### src/rtl/bcd_7seg_scan_driver.sv
// rtl/bcd_7seg_scan_driver.sv - time-multiplexed BCD to 7-segment scan driver
module bcd_7seg_scan_driver #(
    parameter int NUM_DIGITS     = 4,
    parameter int REFRESH_DIV    = 1000,
    parameter int ACTIVE_LOW_SEG = 0,
    parameter int ACTIVE_LOW_AN  = 0
) (
    input  logic                    clk,
    input  logic                    rst,
    input  logic [4*NUM_DIGITS-1:0] bcd_in,
    input  logic [NUM_DIGITS-1:0]   dp_in,
    input  logic                    load,
    input  logic                    blank_lz,
    output logic [6:0]              seg,
    output logic                    dp,
    output logic [NUM_DIGITS-1:0]   an,
    output logic                    frame_done
);

    localparam int PW = (REFRESH_DIV > 1) ? $clog2(REFRESH_DIV) : 1;
    localparam int IW = (NUM_DIGITS > 1) ? $clog2(NUM_DIGITS) : 1;

    localparam logic [PW-1:0] PRE_LAST = PW'(REFRESH_DIV - 1);
    localparam logic [PW-1:0] PRE_ONE  = PW'(1);
    localparam logic [IW-1:0] IDX_LAST = IW'(NUM_DIGITS - 1);
    localparam logic [IW-1:0] IDX_ONE  = IW'(1);

    // Polarity masks: XOR the active-high form with these to get pin levels.
    localparam logic                  SEG_INV  = (ACTIVE_LOW_SEG != 0);
    localparam logic                  AN_INV   = (ACTIVE_LOW_AN != 0);
    localparam logic [6:0]            SEG_MASK = {7{SEG_INV}};
    localparam logic [NUM_DIGITS-1:0] AN_MASK  = {NUM_DIGITS{AN_INV}};

    logic [4*NUM_DIGITS-1:0] shadow_bcd;
    logic [NUM_DIGITS-1:0]   shadow_dp;
    logic [PW-1:0]           pre_cnt;
    logic [IW-1:0]           idx;
    logic                    pre_tc;

    logic [3:0]              digit_sel;
    logic                    dp_sel;
    logic [NUM_DIGITS-1:0]   an_sel;
    logic                    upper_nonzero;
    logic                    lz_blank;
    logic [6:0]              seg_act;

    // Active-high segment pattern {a..g}; codes above 9 are blank.
    function automatic logic [6:0] decode_bcd(input logic [3:0] code);
        logic [6:0] pattern;
        case (code)
            4'd0:    pattern = 7'b1111110;
            4'd1:    pattern = 7'b0110000;
            4'd2:    pattern = 7'b1101101;
            4'd3:    pattern = 7'b1111001;
            4'd4:    pattern = 7'b0110011;
            4'd5:    pattern = 7'b1011011;
            4'd6:    pattern = 7'b1011111;
            4'd7:    pattern = 7'b1110000;
            4'd8:    pattern = 7'b1111111;
            4'd9:    pattern = 7'b1111011;
            default: pattern = 7'b0000000;
        endcase
        return pattern;
    endfunction

    assign pre_tc = (pre_cnt == PRE_LAST);

    // Shadow registers hold the displayed value between load strobes.
    always_ff @(posedge clk) begin
        if (rst) begin
            shadow_bcd <= '0;
            shadow_dp  <= '0;
        end else if (load) begin
            shadow_bcd <= bcd_in;
            shadow_dp  <= dp_in;
        end
    end

    // Dwell prescaler and digit index; index advances once per dwell period.
    always_ff @(posedge clk) begin
        if (rst) begin
            pre_cnt <= '0;
            idx     <= '0;
        end else if (pre_tc) begin
            pre_cnt <= '0;
            idx     <= (idx == IDX_LAST) ? '0 : idx + IDX_ONE;
        end else begin
            pre_cnt <= pre_cnt + PRE_ONE;
        end
    end

    // Select the current digit and decide whether it is a suppressed leading zero.
    always_comb begin
        digit_sel     = 4'd0;
        dp_sel        = 1'b0;
        an_sel        = '0;
        upper_nonzero = 1'b0;
        for (int i = 0; i < NUM_DIGITS; i++) begin
            if (IW'(i) == idx) begin
                digit_sel = shadow_bcd[4*i +: 4];
                dp_sel    = shadow_dp[i];
                an_sel[i] = 1'b1;
            end
            if ((IW'(i) >= idx) && (shadow_bcd[4*i +: 4] != 4'd0)) begin
                upper_nonzero = 1'b1;
            end
        end
        lz_blank = blank_lz && (idx != '0) && !upper_nonzero;
        seg_act  = lz_blank ? 7'b0000000 : decode_bcd(digit_sel);
    end

    // Registered pin drivers and end-of-frame pulse.
    always_ff @(posedge clk) begin
        if (rst) begin
            seg        <= SEG_MASK;
            dp         <= SEG_INV;
            an         <= AN_MASK;
            frame_done <= 1'b0;
        end else begin
            seg        <= seg_act ^ SEG_MASK;
            dp         <= dp_sel ^ SEG_INV;
            an         <= an_sel ^ AN_MASK;
            frame_done <= pre_tc && (idx == IDX_LAST);
        end
    end

endmodule
### config.mk
export PLATFORM = sky130hd
export DESIGN_NAME = bcd_7seg_scan_driver
export DESIGN_NICKNAME = d
export VERILOG_FILES = /design/src/rtl/bcd_7seg_scan_driver.sv
export SDC_FILE = /design/constraint.sdc
export NUM_CORES = 1
export LEC_CHECK = 0
export ABC_CLOCK_PERIOD_IN_PS = 3100
export BUFFER_PORTS_ARGS = -buffer_cell sky130_fd_sc_hd__buf_4
export CELL_PAD_IN_SITES_DETAIL_PLACEMENT = 0
export CELL_PAD_IN_SITES_GLOBAL_PLACEMENT = 1
export CORE_UTILIZATION = 32
export DETAILED_ROUTE_END_ITERATION = 12
export PLACE_DENSITY_LB_ADDON = 0.3
export RECOVER_POWER = 100
export SLEW_MARGIN = 0
export SYNTH_ARGS = -nofsm -noshare
export SYNTH_HDL_FRONTEND = slang
export SYNTH_SLANG_ARGS = --single-unit
### constraint.sdc
create_clock -name clk -period 3.1 [get_ports clk]
set_input_delay 0.62 -clock clk [delete_from_list [all_inputs] [get_ports clk]]
set_output_delay 0.62 -clock clk [all_outputs]
set_load 0.005 [all_outputs]
Word level (Yosys, flattened, before mapping)
Memories as Yosys holds them, arrays and structs flattened. A register that Yosys moved wholly into a read port is not among the register bits.
Cells that the tools add are included.
{"block": "word_totals", "out_inout_bits": 13, "wordCells": 52, "register_bits": 38, "romBits": 112, "memories": 1}
{"name": "(no name shown)", "depth": 16, "word_bits": 7, "rd": 1, "rd_ports_with_merged_regs": 1, "write_ports": 0, "line": "50", "rtl": "case (code)"}
{"block": "classes", "n_reduce_logical": 16, "eq_ne": 5, "add_sub_neg": 2, "mux": 17, "magnitude_cmp": 4}
{"operator": "two-way mux 4 bit", "count": 4}
{"operator": "nonzero test 4 bit", "count": 4}
{"operator": "two-way mux 1 bit", "count": 12}
{"operator": "adder 10 x 1 -> 10 bit, second input constant", "count": 1}
{"operator": "== test 10 bit, second input constant", "count": 1}
{"operator": "logical AND 1 bit", "count": 7}
{"operator": "== test 2 bit, first input constant", "count": 2}
{"operator": ">= comparator 1 x 2 -> 1 bit, first input constant", "count": 2}
{"operator": ">= comparator 2 bit, first input constant", "count": 2}
{"operator": "OR reduction 2 bit", "count": 2}
{"operator": "adder 2 x 1 -> 2 bit, second input constant", "count": 1}
{"operator": "== test 1 x 2 -> 1 bit, first input constant", "count": 1}
{"operator": "== test 2 bit, second input constant", "count": 1}
{"operator": "zero test 2 bit", "count": 1}
{"operator": "two-way mux 2 bit", "count": 1}
{"operator": "nonzero test 2 bit", "count": 1}
{"operator": "zero test 1 bit", "count": 1}

Depth between registers and ports, before layout
Gate-level depths: netlist (run 1).
{"block": "logic_depth", "depth_word": 9, "ltp_mapped": 10, "mapped_depth_nobuf": 9}

Least setup slack after synthesis (run 1)
OpenSTA, ideal clock, no wires.
{"block": "synth_path", "path_type": "reg2reg", "startpoint": "register idx[1]", "endpoint": "register seg[3]", "arrival_ns": 2.021, "path_slack_ns": 0.951, "stages_incl_launch_ff": 10, "path_cell_list": "dfxtp_1 inv_1 ha_1 clkbuf_1 a211oi_1 a221o_1 clkbuf_1 inv_1 ha_1 o2bb2ai_1"}
{"block": "synth_between", "elab_chain_len": 9}
{"element": "start, declared", "line": "37", "rtl": "logic [IW-1:0] idx;"}
{"element": "start signal, assigned", "line": "86", "rtl": "idx <= (idx == IDX_LAST) ? '0 : idx + IDX_ONE;"}
{"element": ">= comparator 1 x 2 -> 1 bit", "line": "104", "rtl": "if ((IW'(i) >= idx) && (shadow_bcd[4*i +: 4] != 4'd0)) begin"}
{"element": "logical AND 1 bit", "line": "104"}
{"element": "two-way mux 1 bit (4 in series)", "line": "104"}
{"element": "zero test 1 bit", "line": "108", "rtl": "lz_blank = blank_lz && (idx != '0) && !upper_nonzero;"}
{"element": "logical AND 1 bit", "line": "108"}
{"element": "OR reduction 2 bit (no line)"}
{"element": "end, declared", "line": "14", "rtl": "output logic [6:0] seg,"}
Several ways; a longest one is shown, not always the timed one.
A chain may end at the register's enable or synchronous reset.

Worst setup path after layout (run 1)
{"block": "layout_path", "startpoint": "register idx[0]", "endpoint": "register seg[1]"}
The elaborated chain is that of the path after synthesis.

==> flow_summary.toml, run 1 <==
[cells_and_area]
stdcell_count = 323
drive_gt1_share_pct = 17.3
insertedDiodeCount = 0
syn2layout_area_growth_pct = 18.4
fillers = 653
finalNetCount = 283
finish.instance_area_um2 = 2450

[clocking]
cts_resized = 0
cts_buffers = 5
postCtsSetupBuffers = 0
ctsHoldBuffers = 0
clk_path_buf_depth = 2
cts_tree = "yes"
path_clk_slew_ps = 80
clock_sinks = 45
htreeDepth = 2
cts-root-buf = "clkbuf_8"
clk_latency_ps = 290

[yosys]
synth_top_area_share_pct = 43.5
synth_top_family_by_area = "simple AND/OR/NAND/NOR gates"
ys_warn_count = 0
yosys.area.top_type = "dfxtp_1"
synthMuxAreaShare_pct = 11.6
ys_seq_elements = 45
netlist_instances = 215
async_reset_ff_share_pct = 0
syn_area_per_cell_um2 = 9.63
ys_seq_area_share_pct = 43.5
synthFlopType = "dfxtp_1"
netlist_top_cells_area = "dfxtp_1 44%, mux2i_1 12%, ha_1 7.3%, nor2_1 5.8%, inv_1 2.5%"
netlist_area_um2 = 2070
synth_common_cells = "45 x dfxtp_1, 32 x nor2_1, 24 x mux2i_1"
synth_xor_area_share_pct = 3.81
synth_edf_count = 0
synth.distinct_cells = 38
syn_nets = 251
synth_compound_area_share_pct = 11.4
synth.most_common_cell = "dfxtp_1"
synthAdderAreaFrac_pct = 7.26
synthSimpleGateAreaFrac_pct = 17.7

[grt]
antenna_found_initial = 0
grt_pass1_vias = 1375
grt_max_degree = 32
grt_use_total_pct = 12.9
overflow = 0
grt_pass1_wl_mm = 6.47

[placement]
dp.cells = 315
place.port_buffers = 36
post-dp-hpwl_mm = 2.86
gp_congestion = 0.762
place_area_um2 = 2390

[critical_path]
worstSetupEndpointType = "register"
reg2reg_from = "idx[0]"
crit_required_ps = 3320
critical_path_class = "reg -> reg"
crit_path_max_fanout = 17
cp_cell_sequence = "ha_1, a211oi_1, a221o_1, a2111oi_2, o2bb2ai_1"
arrival_ps = 2650
cp-start-kind = "register"
max_stage_delay_ps = 660
slowest_stage = "a2111oi_2"
crit_path_start = "idx[0]"

[route]
wirelength_mm = 3.97
num_vias = 1528
drtIter0Drc = 45
avgViaCountPerCell = 4.73
drc = 0
wl_per_cell_um = 12.3
drt-pass1-iter-count = 4
ant_nets = 0

[sta]
whs_ps = 448
max_freq_mhz = 412
rsz0062_at_grt = "false"
maxSlewViolCount = 0
fin_worst_skew_ps = 3.15
hold_viol = 0
relSlewSlack_pct = 5.31
setup_viol = 0
fin_crit_sh_pct = 78.4
finalCriticalPeriod_ps = 2430
setup_tns_ps = 0
tightest_slew_ps = 1420

[floorplan]
dieArea_um2 = 6790
num_rows = 28
initial_core_util_pct = 33.9
pin_count = 37
die_height_um = 82.4
coreArea_um2 = 6100
die_w_um = 82.4

[run]
cap_violations = 0

[worst_hold_path]
min_path_type = "reg -> reg"
hold_start = "pre_cnt[0]"

[status]
outcome = "finished clean"

[pwr]
max-vdd-ir-drop_mv = 0.238
p_per_area_nw_per_um2 = 446
power.leakage_nw = 1.08
==> state kept, by name, summed over array words and instances, names as in the netlist <==
name        flops
shadow_dp       4
idx             2
an              4
frame_done      1
pre_cnt        10
dp              1
shadow_bcd     16
seg             7
==> final cells by class <==
| class | count | area, um^2 | area share [%] |
|---|---|---|---|
| multi-input cells | 145 | 1060 | 43.3 |
| flip-flops and latches | 45 | 901 | 36.8 |
| repair buffers | 36 | 263 | 10.7 |
| well taps | 75 | 93.8 | 3.83 |
| clock buffers | 8 | 80.1 | 3.27 |
| inverters | 14 | 52.6 | 2.15 |
==> cell usage in the layout (no fill, tap or decap), types with 8 or more instances in the layout <==
master and count:
dfxtp_1 45, nor2_1 32, mux2i_1 24, buf_4 22
inv_1 14, ha_1 12, clkbuf_4 12, nand2_1 8
nor2b_1 8
==> through the flow <==
step	total power, W	util [%]	setup WS [ps]
floorplan	0.000713	-	951
global placement	0.000769	39.2	915
detailed placement	0.000770	39.2	801
CTS	0.00112	40.5	802
global route	0.00116	40.2	419
finish	0.00109	40.2	670
==> where the power goes <==
group	switching [W]	leakage, nW	internal [W]
Combinational	0.0000583	0.667	0.0000683
Sequential	0.0000169	0.370	0.000607
Clock	0.000182	0.0395	0.000160
==> critical path, delay by kind of cell, from the launching register on <==
kind,cells,cell delay (ps)
AO/OA/AOI/OAI,4,1380
adder cells (fa/ha/maj),1,560
flip-flops,1,420
==> logic make-up (layout without fill, tap and decap cells) <==
family          Yosys count  count (layout)
simple gates             73              73
flops                    45              45
compound gates           27              27
fa+ha+maj                12              12
buf+inv                  25              58
xor+xnor                  9               9
mux                      24              24
==> worst paths after layout <==
path | endpoint | slack, ps | depth (start not counted)
worst max-delay path | seg[1] | 670 | 5
worst min register to register | pre_cnt[0] | 450 | 1
worst min-delay path | pre_cnt[0] | 450 | 1
worst max register to register | seg[1] | 670 | 5
==> routing by layer <==
metal  GRT usage, %  up-vias  share of wire (%)  routed length, um
met3           3.52        5                4.2                168
met4           5.26        0                1.2                 49
met2           19.3       31                 44               1740
met5              0        -                  0                  0
met1           17.5      689                 51               2010
li1               -      803                  -                  -
No activity file was read; power rests on OpenSTA's default activity.
==> inputs of run 2 (changes only) <==
Settings changed: ABC_AREA set to 1, ABC_CLOCK_PERIOD_IN_PS 3100 to 2200.
Clock period 3.1 ns to 2.2 ns, I/O delays scaled along.
==> flow_summary.toml, run 2 <==
[sta]
fin_crit_sh_pct = 87.7
max_freq_mhz = 518
relSlewSlack_pct = 69.5
rsz0062_at_grt = "false"
hold_viol = 0
worst_slack_ps = 271
fin_worst_skew_ps = 4.51
setup_tns_ps = 0
tightest_slew_ps = 457
finalCriticalPeriod_ps = 1930
setup_viol = 0
maxSlewViolCount = 0

[yosys]
async_reset_ff_share_pct = 0
syn_nets = 318
synth_edf_count = 0
synth.most_common_cell = "nor2_1"
synth.distinct_cells = 25
netlist_top_cells_area = "dfxtp_1 44%, nor2_1 10%, nand2_1 8.4%, ha_1 7.3%, o21ai_0 6.6%"
synth_common_cells = "57 x nor2_1, 46 x nand2_1, 45 x dfxtp_1"
netlist_instances = 282
ys_seq_area_share_pct = 43.8
synth_top_area_share_pct = 43.8
ys_warn_count = 0
netlist_area_um2 = 2050
syn_area_per_cell_um2 = 7.29
yosys.area.top_type = "dfxtp_1"
ys_seq_elements = 45
synthFlopType = "dfxtp_1"

[clocking]
clock_sinks = 45
cts-root-buf = "clkbuf_8"
htreeDepth = 2
clk_path_buf_depth = 2
cts_buffers = 5
clk_latency_ps = 300
postCtsSetupBuffers = 0
path_clk_slew_ps = 80
cts_tree = "yes"

[grt]
grt_pass1_wl_mm = 7.55
grt_max_degree = 29
overflow = 0
grt_use_total_pct = 14.9
antenna_found_initial = 0
grt_pass1_vias = 1667

[pwr]
max-vdd-ir-drop_mv = 0.253
p_per_area_nw_per_um2 = 657
power_w = 0.00164
power.leakage_nw = 1.18

[cells_and_area]
reg_top3 = "shadow_bcd: 16 flops, pre_cnt: 10 flops, seg: 7 flops"
drive_gt1_share_pct = 18.0
largest_reg_flops = 16
fin_util_pct = 41.2
largest-register = "shadow_bcd"
final_common_cell = "nor2_1"
finish.instance_area_um2 = 2490
insertedDiodeCount = 0
finalNetCount = 357
final_cell_mix = "57 x nor2_1, 46 x nand2_1, 45 x dfxtp_1"
syn2layout_area_growth_pct = 21.4

[critical_path]
arrival_ps = 2130
worstSetupEndpointType = "register"
max_stage_delay_ps = 350
cp_cell_sequence = "inv_1, ha_1, inv_2, nand2_1, nand3_1, a21oi_1, ha_1, nand3_1, nand2_1, nor2_1, nor2_1"
cp-start-kind = "register"
crit_required_ps = 2400
crit_path_max_fanout = 7
critical_path_class = "reg -> reg"
slowest_stage = "dfxtp_1"

[run]
cap_violations = 0

[route]
drtIter0Drc = 61
drc = 0
wl_per_cell_um = 10.8
wirelength_mm = 4.31
avgViaCountPerCell = 4.51
ant_nets = 0
drt-pass1-iter-count = 4
num_vias = 1791

[status]
outcome = "finished clean"

[placement]
gp_congestion = 0.841
dpl_worst_slack_ps = 242
post-dp-hpwl_mm = 3.27
place.port_buffers = 36
place_area_um2 = 2400

[floorplan]
pin_count = 37
die_height_um = 82.1
dieArea_um2 = 6740
die_w_um = 82.1
initial_core_util_pct = 33.9
num_rows = 28
coreArea_um2 = 6060

[worst_hold_path]
min_path_type = "in -> reg"
## run 2: changes by cell type after synthesis, moves of 5 or more
cell and change:
clkbuf_1 -5, nor2b_1 -8, nor2_1 +25, inv_1 +15, nand2_1 +38, o21ai_0 +26, a21oi_1 +18, nand3_1 +6
nor3_1 +5, o2bb2ai_1 -5, mux2i_1 -24, nand2_2 +5
## run 2: repair_timing
item / 4_1_cts / 5_1_grt
endpoints found under the setup margin: 0 / 3
hold buffers: 0 / 0
gates resized for setup: 0 / 2
## run 2: worst paths after layout
kind	startpoint	end	slack, ps	cells past startpoint
worst max-delay path	idx[1]	seg[3]	270	11
worst min-delay path	bcd_in[3]	shadow_bcd[3]	350	3
worst max register to register	idx[1]	seg[3]	270	11
worst min register to register	pre_cnt[0]	pre_cnt[0]	450	1
## run 2: per-stage QoR
| stage | hold WS, ps | cells |
|---|---|---|
| 2_1_floorplan | 418 | 282 |
| 5_1_grt | 365 | 397 |
| 4_1_cts | 349 | 397 |
| 6_report | 352 | 397 |
| 3_3_place_gp | 435 | 389 |
| 3_5_place_dp | 441 | 389 |
## run 2: cells by family (layout without fill, tap and decap cells)
family / Yosys count / in the layout / share of synthesized area (%)
simple gates: 132 / 132 / 27.6
compound gates: 51 / 51 / 12.7
flops: 45 / 45 / 43.8
buf+inv: 40 / 80 / 7.67
fa+ha+maj: 12 / 12 / 7.31
xor+xnor: 2 / 2 / 0.853
## run 2: critical path: cells and delay by family, from the launching register on
kind	cells	cell delay [ps]
and+or+nand+nor	6	460
AOI/OAI and AO/OA	1	230
adders and majority gates	2	570
DFF	1	350
buffers and inverters	2	220
## run 2: area by class of cell
type	count	area, um^2
repair buffers	38	278
flip-flops and latches	45	901
clock inverters	1	5.00
clock buffers	7	96.3
inverters	34	128
fillers	647	3570
well taps	75	93.8
multi-input cells	197	993
## run 2: report_power, final
part	leakage (nW)	switching (W)	internal [W]
combinational	0.756	0.000107	0.0000923
sequential	0.371	0.0000198	0.000859
clock	0.0542	0.000277	0.000284
total	1.18	0.000403	0.00124
## run 2: routing by layer
metal	GRT usage, %	vias up	part of all wire [%]
met5	0	-	0
met4	6.67	0	2.3
met3	3.96	8	5.7
met2	23.1	39	41
met1	19.3	772	51
li1	-	972	-
